**config.mk**
```make
export PLATFORM = sky130hd
export DESIGN_NAME = mem_arbiter_flat
export DESIGN_NICKNAME = d
export VERILOG_FILES = /design/src/rtl/mem_arbiter_if.sv /design/src/rtl/mem_arbiter.sv /design/src/flat_wrapper.sv
export SDC_FILE = /design/constraint.sdc
export NUM_CORES = 1
export LEC_CHECK = 0
export BUFFER_PORTS_ARGS = -buffer_cell sky130_fd_sc_hd__buf_2
export CAP_MARGIN = 20
export CORE_MARGIN = 4
export CORE_UTILIZATION = 35
export CTS_CLUSTER_DIAMETER = 120
export DETAILED_ROUTE_END_ITERATION = 10
export GPL_TIMING_DRIVEN = 0
export PLACE_DENSITY = 0.63
export REMOVE_ABC_BUFFERS = 1
export SKIP_CTS_REPAIR_TIMING = 1
export SYNTH_ARGS = -nofsm -noshare
export SYNTH_HDL_FRONTEND = slang
export SYNTH_SLANG_ARGS = --single-unit
```
**constraint.sdc**
```tcl
create_clock -name clk -period 1.8 [get_ports clk]
set_clock_uncertainty 0.2 [all_clocks]
set_input_delay 0.18 -clock clk [delete_from_list [all_inputs] [get_ports clk]]
set_output_delay 0.18 -clock clk [all_outputs]
set_load 0.05 [all_outputs]
```
**src/rtl/mem_arbiter_if.sv**
```systemverilog
// rtl/mem_arbiter_if.sv - Fetch port, data port and memory bus bundle for mem_arbiter
interface mem_arbiter_if;
  logic        if_req;
  logic [31:0] if_addr;
  logic        if_gnt;
  logic        if_valid;
  logic [31:0] if_rdata;

  logic        dm_req;
  logic        dm_we;
  logic        dm_byte;
  logic [31:0] dm_addr;
  logic [31:0] dm_wdata;
  logic        dm_gnt;
  logic        dm_valid;
  logic [31:0] dm_rdata;

  logic        mem_en;
  logic        mem_we;
  logic [31:0] mem_addr;
  logic [31:0] mem_wdata;
  logic [3:0]  mem_be;
  logic        mem_ack;
  logic [31:0] mem_rdata;

  // Arbiter side
  modport slave (
    input  if_req, if_addr, dm_req, dm_we, dm_byte, dm_addr, dm_wdata, mem_ack, mem_rdata,
    output if_gnt, if_valid, if_rdata, dm_gnt, dm_valid, dm_rdata,
    output mem_en, mem_we, mem_addr, mem_wdata, mem_be
  );

  // Requester and memory side
  modport master (
    output if_req, if_addr, dm_req, dm_we, dm_byte, dm_addr, dm_wdata, mem_ack, mem_rdata,
    input  if_gnt, if_valid, if_rdata, dm_gnt, dm_valid, dm_rdata,
    input  mem_en, mem_we, mem_addr, mem_wdata, mem_be
  );
endinterface

```
**src/rtl/mem_arbiter.sv**
```systemverilog
// rtl/mem_arbiter.sv - Fetch/data arbiter for one single-ported memory, one transaction outstanding
// Define MEM_ARBITER_FAIRNESS_EN to let a waiting fetch win after STARVE_MAX consecutive data grants.
module mem_arbiter #(
  parameter int unsigned STARVE_MAX = 3
) (
  input  logic          clk,
  input  logic          rst,
  mem_arbiter_if.slave  bus
);
  typedef enum logic [1:0] {IDLE, BUSY_IF, BUSY_DM, DONE} state_t;

  state_t      state;
  state_t      state_nxt;
  logic        take_dm;
  logic        take_if;
  logic        starved;
  logic        issue_q;
  logic        done_dm_q;
  logic        mem_we_q;
  logic [3:0]  mem_be_q;
  logic [31:0] mem_addr_q;
  logic [31:0] mem_wdata_q;
  logic [31:0] if_rdata_q;
  logic [31:0] dm_rdata_q;
  logic [3:0]  byte_be;

`ifdef MEM_ARBITER_FAIRNESS_EN
  localparam logic [3:0] STARVE_LIM = 4'(STARVE_MAX);
  logic [3:0] dm_streak;

  assign starved = bus.if_req && (dm_streak == STARVE_LIM);

  always_ff @(posedge clk) begin
    if (!rst) begin
      dm_streak <= 4'd0;
    end else if (take_dm) begin
      dm_streak <= bus.if_req ? dm_streak + 4'd1 : 4'd0;
    end else if (take_if) begin
      dm_streak <= 4'd0;
    end
  end
`else
  assign starved = 1'b0;
`endif

  // Big-endian lanes: offset 0 lives in be[3]
  assign byte_be = 4'b1000 >> bus.dm_addr[1:0];

  always_ff @(posedge clk) begin
    if (!rst) begin
      state <= IDLE;
    end else begin
      state <= state_nxt;
    end
  end

  always_comb begin
    state_nxt    = state;
    take_dm      = 1'b0;
    take_if      = 1'b0;
    case (state)
      IDLE: begin
        if (bus.dm_req && !starved) begin
          take_dm   = 1'b1;
          state_nxt = BUSY_DM;
        end else if (bus.if_req) begin
          take_if   = 1'b1;
          state_nxt = BUSY_IF;
        end
      end
      BUSY_IF, BUSY_DM: begin
        if (bus.mem_ack) begin
          state_nxt = DONE;
        end
      end
      DONE:    state_nxt = IDLE;
      default: state_nxt = IDLE;
    endcase
    bus.mem_en   = issue_q;
    bus.if_gnt   = issue_q && (state == BUSY_IF);
    bus.dm_gnt   = issue_q && (state == BUSY_DM);
    bus.if_valid = (state == DONE) && !done_dm_q;
    bus.dm_valid = (state == DONE) && done_dm_q;
  end

  // Request fields are latched at the grant decision and held for the whole BUSY phase
  always_ff @(posedge clk) begin
    if (!rst) begin
      issue_q     <= 1'b0;
      done_dm_q   <= 1'b0;
      mem_we_q    <= 1'b0;
      mem_be_q    <= 4'b0000;
      mem_addr_q  <= 32'd0;
      mem_wdata_q <= 32'd0;
      if_rdata_q  <= 32'd0;
      dm_rdata_q  <= 32'd0;
    end else begin
      issue_q <= take_dm || take_if;
      if (take_dm) begin
        done_dm_q <= 1'b1;
        mem_we_q  <= bus.dm_we;
        if (bus.dm_byte) begin
          mem_be_q    <= byte_be;
          mem_addr_q  <= bus.dm_addr;
          mem_wdata_q <= {4{bus.dm_wdata[7:0]}};
        end else begin
          mem_be_q    <= 4'b1111;
          mem_addr_q  <= bus.dm_addr & 32'hFFFF_FFFC;
          mem_wdata_q <= bus.dm_wdata;
        end
      end else if (take_if) begin
        done_dm_q   <= 1'b0;
        mem_we_q    <= 1'b0;
        mem_be_q    <= 4'b1111;
        mem_addr_q  <= bus.if_addr & 32'hFFFF_FFFC;
        mem_wdata_q <= 32'd0;
      end
      if ((state == BUSY_IF) && bus.mem_ack) begin
        if_rdata_q <= bus.mem_rdata;
      end
      if ((state == BUSY_DM) && bus.mem_ack) begin
        dm_rdata_q <= bus.mem_rdata;
      end
    end
  end

  assign bus.mem_we    = mem_we_q;
  assign bus.mem_be    = mem_be_q;
  assign bus.mem_addr  = mem_addr_q;
  assign bus.mem_wdata = mem_wdata_q;
  assign bus.if_rdata  = if_rdata_q;
  assign bus.dm_rdata  = dm_rdata_q;
endmodule

```
**src/flat_wrapper.sv**
```systemverilog
// flat-port wrapper written by rule: the top's interface ports become plain ports
module mem_arbiter_flat 
#(
  parameter int unsigned STARVE_MAX = 3
)
  (clk, rst, bus_if_req, bus_if_addr, bus_dm_req, bus_dm_we, bus_dm_byte, bus_dm_addr, bus_dm_wdata, bus_mem_ack, bus_mem_rdata, bus_if_gnt, bus_if_valid, bus_if_rdata, bus_dm_gnt, bus_dm_valid, bus_dm_rdata, bus_mem_en, bus_mem_we, bus_mem_addr, bus_mem_wdata, bus_mem_be);
  mem_arbiter_if bus_i ();
  input  logic clk;
  input  logic rst;
  input wire logic [$bits(bus_i.if_req)-1:0] bus_if_req;
  input wire logic [$bits(bus_i.if_addr)-1:0] bus_if_addr;
  input wire logic [$bits(bus_i.dm_req)-1:0] bus_dm_req;
  input wire logic [$bits(bus_i.dm_we)-1:0] bus_dm_we;
  input wire logic [$bits(bus_i.dm_byte)-1:0] bus_dm_byte;
  input wire logic [$bits(bus_i.dm_addr)-1:0] bus_dm_addr;
  input wire logic [$bits(bus_i.dm_wdata)-1:0] bus_dm_wdata;
  input wire logic [$bits(bus_i.mem_ack)-1:0] bus_mem_ack;
  input wire logic [$bits(bus_i.mem_rdata)-1:0] bus_mem_rdata;
  output wire logic [$bits(bus_i.if_gnt)-1:0] bus_if_gnt;
  output wire logic [$bits(bus_i.if_valid)-1:0] bus_if_valid;
  output wire logic [$bits(bus_i.if_rdata)-1:0] bus_if_rdata;
  output wire logic [$bits(bus_i.dm_gnt)-1:0] bus_dm_gnt;
  output wire logic [$bits(bus_i.dm_valid)-1:0] bus_dm_valid;
  output wire logic [$bits(bus_i.dm_rdata)-1:0] bus_dm_rdata;
  output wire logic [$bits(bus_i.mem_en)-1:0] bus_mem_en;
  output wire logic [$bits(bus_i.mem_we)-1:0] bus_mem_we;
  output wire logic [$bits(bus_i.mem_addr)-1:0] bus_mem_addr;
  output wire logic [$bits(bus_i.mem_wdata)-1:0] bus_mem_wdata;
  output wire logic [$bits(bus_i.mem_be)-1:0] bus_mem_be;
  assign bus_i.if_req = bus_if_req;
  assign bus_i.if_addr = bus_if_addr;
  assign bus_i.dm_req = bus_dm_req;
  assign bus_i.dm_we = bus_dm_we;
  assign bus_i.dm_byte = bus_dm_byte;
  assign bus_i.dm_addr = bus_dm_addr;
  assign bus_i.dm_wdata = bus_dm_wdata;
  assign bus_i.mem_ack = bus_mem_ack;
  assign bus_i.mem_rdata = bus_mem_rdata;
  assign bus_if_gnt = bus_i.if_gnt;
  assign bus_if_valid = bus_i.if_valid;
  assign bus_if_rdata = bus_i.if_rdata;
  assign bus_dm_gnt = bus_i.dm_gnt;
  assign bus_dm_valid = bus_i.dm_valid;
  assign bus_dm_rdata = bus_i.dm_rdata;
  assign bus_mem_en = bus_i.mem_en;
  assign bus_mem_we = bus_i.mem_we;
  assign bus_mem_addr = bus_i.mem_addr;
  assign bus_mem_wdata = bus_i.mem_wdata;
  assign bus_mem_be = bus_i.mem_be;
  mem_arbiter #(.STARVE_MAX(STARVE_MAX)) u_core (.clk(clk), .rst(rst), .bus(bus_i));
endmodule
```
Yosys cells after proc, flatten, opt, wreduce, memory -nomap -nowiden
Index checks and enable logic that the tools add are counted.
Widths: inputs -> output; s select.

storage, ports and cells
  register bits after elaboration = 137
  word-level logic and storage cells = 48
  output and inout bits = 138
  input port bits = 135

cells by class
  shifts and indexed selects = 1
  eq/ne operators = 5
  multiplexer cells = 21
  reductions and logical operators = 12

operators with widths
  cell                 count
  $mux 32              5
  $mux 4               3
  $mux 1               8
  $mux 2               4
  $logic_and 1x1->1    6
  $pmux 2 s3           1
  $eq 2x2->1 const B   2
  $shr 4x2->4 const A  1
  $ne 3x3->1 const B   1
  $eq 2x1->1 const B   1
  $logic_not 2->1      1
  $ne 2x2->1 const B   1
  $reduce_and 2->1     1
  $reduce_bool 2->1    1
  $reduce_or 2->1      1
  $logic_not 1->1      1
  $logic_or 1x1->1     1

Logic depth before layout (Yosys ltp)
  word-level depth = 5
  depth in mapped cells = 8
  gate-level depth less buffers = 5

Worst setup path after synthesis
No wires, ideal clock.

  path kind = register -> register
  from = register u_core.state[0]
  to = register u_core.mem_wdata_q[12] (netlist: u_core.bus.mem_wdata[12])
  stages on the path, launching flop included = 9
  setup time = 0.118 ns
  setup slack = 0.095 ns
  arrival time = 1.386 ns
  buffers on the path = 3
  required time = 1.482 ns
  cell sequence = dfxtp_1 inv_1 ha_1 buf_4 and2_1 buf_4 buf_2 a22oi_1 nor2b_1

on the way
  longest elaborated chain between the ends = 3
  elaborated cells on any way between the ends = 5
  those cells by class = mux (3); reduce/logical (2)

ends and longest elaborated chain
  item                                          RTL line            source
  start: declaration                            mem_arbiter.sv:12   state_t state;
  start signal: assignment                      mem_arbiter.sv:53   state <= state_nxt;
  $logic_not 2->1 (*)                           mem_arbiter.sv:61   case (state)
  $mux 1                                        mem_arbiter.sv:61
  $mux 32 or $reduce_bool 2->1 (tied branches)  -
  end signal: assignment                        mem_arbiter.sv:105  mem_wdata_q <= {4{bus.dm_wdata[7:0]}};
  end signal: assignment                        mem_arbiter.sv:109  mem_wdata_q <= bus.dm_wdata;
  end: declaration                              mem_arbiter.sv:22   logic [31:0] mem_wdata_q;

Mark *: on every way between the ends. The rest lies on a longest branch, timed or not.
A chain may end at the register's enable or synchronous reset.

Final worst setup path
  from = register u_core.state[1]
  to = output port bus_if_gnt

on the way
  longest elaborated chain between the ends = 2

ends and longest elaborated chain
  item               RTL line            source
  $eq 2x1->1         mem_arbiter.sv:80   bus.if_gnt = issue_q && (state == BUSY_IF);
  $logic_and 1x1->1  mem_arbiter.sv:80
  end: declaration   flat_wrapper.sv:19  output wire logic [$bits(bus_i.if_gnt)-1:0] bus_if_gnt;

No other way between the ends.

==> run metrics <==
Final Max Slew Viols 0; worst vdd ir 0.000726 V; Routed Antenna Nets 0; core area 16,100 um2; Sw Ratio 0.414; Initial DRC Count 304; main flop type after synthesis dfxtp_1; post-layout util 0.569; Root Driver clkbuf_16; initial antenna violation count 0; Port-buffer cells 270; Final period util 0.960; Via Count 5,874; Setup-failing EPs final 0; GP Congestion 0.739; Die Wd 137 um; worst rel slew slack 0.344; Syn Area/Cell 8.72 um2; vias in the first global route 5,057; CTS tree yes; asr flop ratio synth 0; P_int 7.42 mW; Gate Count Post-Synth 670; Flop pwr share 0.306; DRC errors left 0; HP Class in -> reg; Fillers 1,450; vias per std cell 4.70; worst hold margin -35.3 ps; post-DP HPWL 11.8 mm; area leader, netlist dfxtp_1; Final Power 12.7 mW; CTS sink count 137; DIE AREA 18,800 um2; sequential area share after synthesis 0.470; CTS Buffer Depth 2; hold wc startpoint bus_if_addr[18]; Fin. Hold Viols 14; failing checks hold timing; Max-Cap Viols 0; Clock Power Share 0.289; nets 1,161; I/O Pins 273; status complete, but fails checks; number of flops mapped to enable cells by yosys 0; Syn Std Cell Area 5840 um2; Synth Register Bits 137; Combinational Power Share 0.405; critical setup path kind reg -> out; layout cells sized above 1 0.337; PD cells 1380 nW/um2; GRT Overall Usage 0.173; worst-skew pair later-pin latency 400 ps; DR WL/cell 14.6 um; sw power 5.24 mW; r2r worst-path depth 5; DRT Pass-1 Iters 5; starting density of the core 0.362; achievable clock frequency 579 MHz; area delta synth->final 57.0%; die height 137 um; Yosys top cell area share 0.470; Pleak 4.22 nW; Critical Path Source Type register; total wire length 18.3 mm; first-pass GRT wire length 25.9 mm; Ys Warns 0; RR Startpoint u_core.state[1]; WP data arrival 1350 ps; Core Rows 46; GR Overflow Total 0; Synth area leaders dfxtp_1, nand2_1, a21boi_0; htree depth 4; CP Launch Point u_core.state[1]; Crit. End Element output pin; Min-Delay Path Depth 4; Max FO, Critical Path 4; Netlist cell types 33; ant diodes 0; required time worst endpoint 1420 ps; slew of the pin with the lowest slew margin 981 ps; largest net degree at the start of global routing 71; Clock transition at path regs 60 ps; TritonCTS buffer count 17; Period minus WS final 1730 ps
-- critical path, stage by stage (launching register included) --
cell and delay (ps):
dfxtp_1 330, inv_2 100, ha_2 200, and2_1 140
buf_6 170
-- routing by layer --
metal | share of wire | vias up | GRT usage
met1 | 0.43 | 2669 | 0.210
met4 | 0.020 | 0 | 0.0571
li1 | - | 2968 | -
met3 | 0.075 | 28 | 0.0559
met5 | 0 | - | 0
met2 | 0.48 | 209 | 0.289
-- flip-flops by register name, indices dropped and copies added, names as in the netlist --
signal	flops
u_core.bus.mem_en	1
u_core.bus.mem_we	1
u_core.bus.dm_rdata	32
u_core.done_dm_q	1
u_core.bus.mem_addr	32
u_core.bus.if_rdata	32
u_core.state	2
u_core.bus.mem_be	4
u_core.bus.mem_wdata	32
-- stage by stage --
stage	setup TNS, ps	cell area (um2)	setup slack, ps	std cells	hold slack (ps)
after global placement	-121750	7170	-1650	1099	235
after CTS	-45700	7990	-768	1138	-203
after global routing	-4.10	9170	-4.10	1250	1.59
after detailed placement	-42740	7370	-727	1106	241
final	0	9170	72.2	1250	-35.3
after floorplan	-31630	5550	-721	613	102
-- synth_stat cells, types with 19 or more instances --
cell type,count
a21boi_0,52
a21oi_1,32
a22o_1,29
a22oi_1,33
buf_2,19
clkbuf_1,22
dfxtp_1,137
inv_1,32
mux2_2,19
nand2_1,131
nor2_1,31
nor2b_1,40
o21ai_0,27
-- path summary, 6_finish.rpt --
path / endpoint / slack (ps)
setup / recovery: bus_if_gnt / 70
setup reg to reg: u_core.state[1] / 110
hold reg to reg: u_core.bus.dm_rdata[17] / 250
hold / removal: u_core.bus.mem_addr[18] / -40
-- final cells by class --
class                   instances  area (um2)  share of cell area
well taps                     216         270              0.0295
repair buffers                389        2690               0.293
inverters                      32         120              0.0131
flip-flops and latches        137        2740               0.299
multi-input cells             444        2730               0.297
clock inverters                14         185              0.0202
clock buffers                  18         439              0.0479
-- cells by family (layout without fill, tap and decap cells) --
kind of cell	Yosys count	count (layout)	share of synthesized area
flops	137	137	0.470
simple gates	213	213	0.159
fa+ha+maj	5	5	0.0107
compound gates	201	201	0.243
buf+inv	89	453	0.0701
mux	25	25	0.0480
-- cells in the final DEF (no fill, tap or decap), drive strengths merged --
master and n:
buf 279, mux2i 1, a21oi 32, a21boi 64, a32oi 2, o211ai 2, nor2b 40, o221a 3
nand3 1, o21a 1, ha 5, inv 38, and2 7, dlygate4sd3 110, bufinv 3, o21ai 33
a22o 29, nor2 31, mux2 24, a22oi 33, dfxtp 137, clkbuf 18, nor3b 2, clkinv 5
o31ai 1, nand2b 1, nand2 131, o311a 1
-- power by group through the flow --
stage | Combinational (mW) | Clock [mW] | Sequential (mW)
2_1_floorplan | 1.41 | 0 | 5.75
3_3_place_gp | 4.56 | 0 | 3.91
3_5_place_dp | 4.85 | 0 | 3.92
4_1_cts | 4.86 | 3.75 | 3.86
5_1_grt | 5.49 | 3.89 | 3.93
6_report | 5.13 | 3.66 | 3.87
Note: power is estimated with default switching activity, not from simulation.
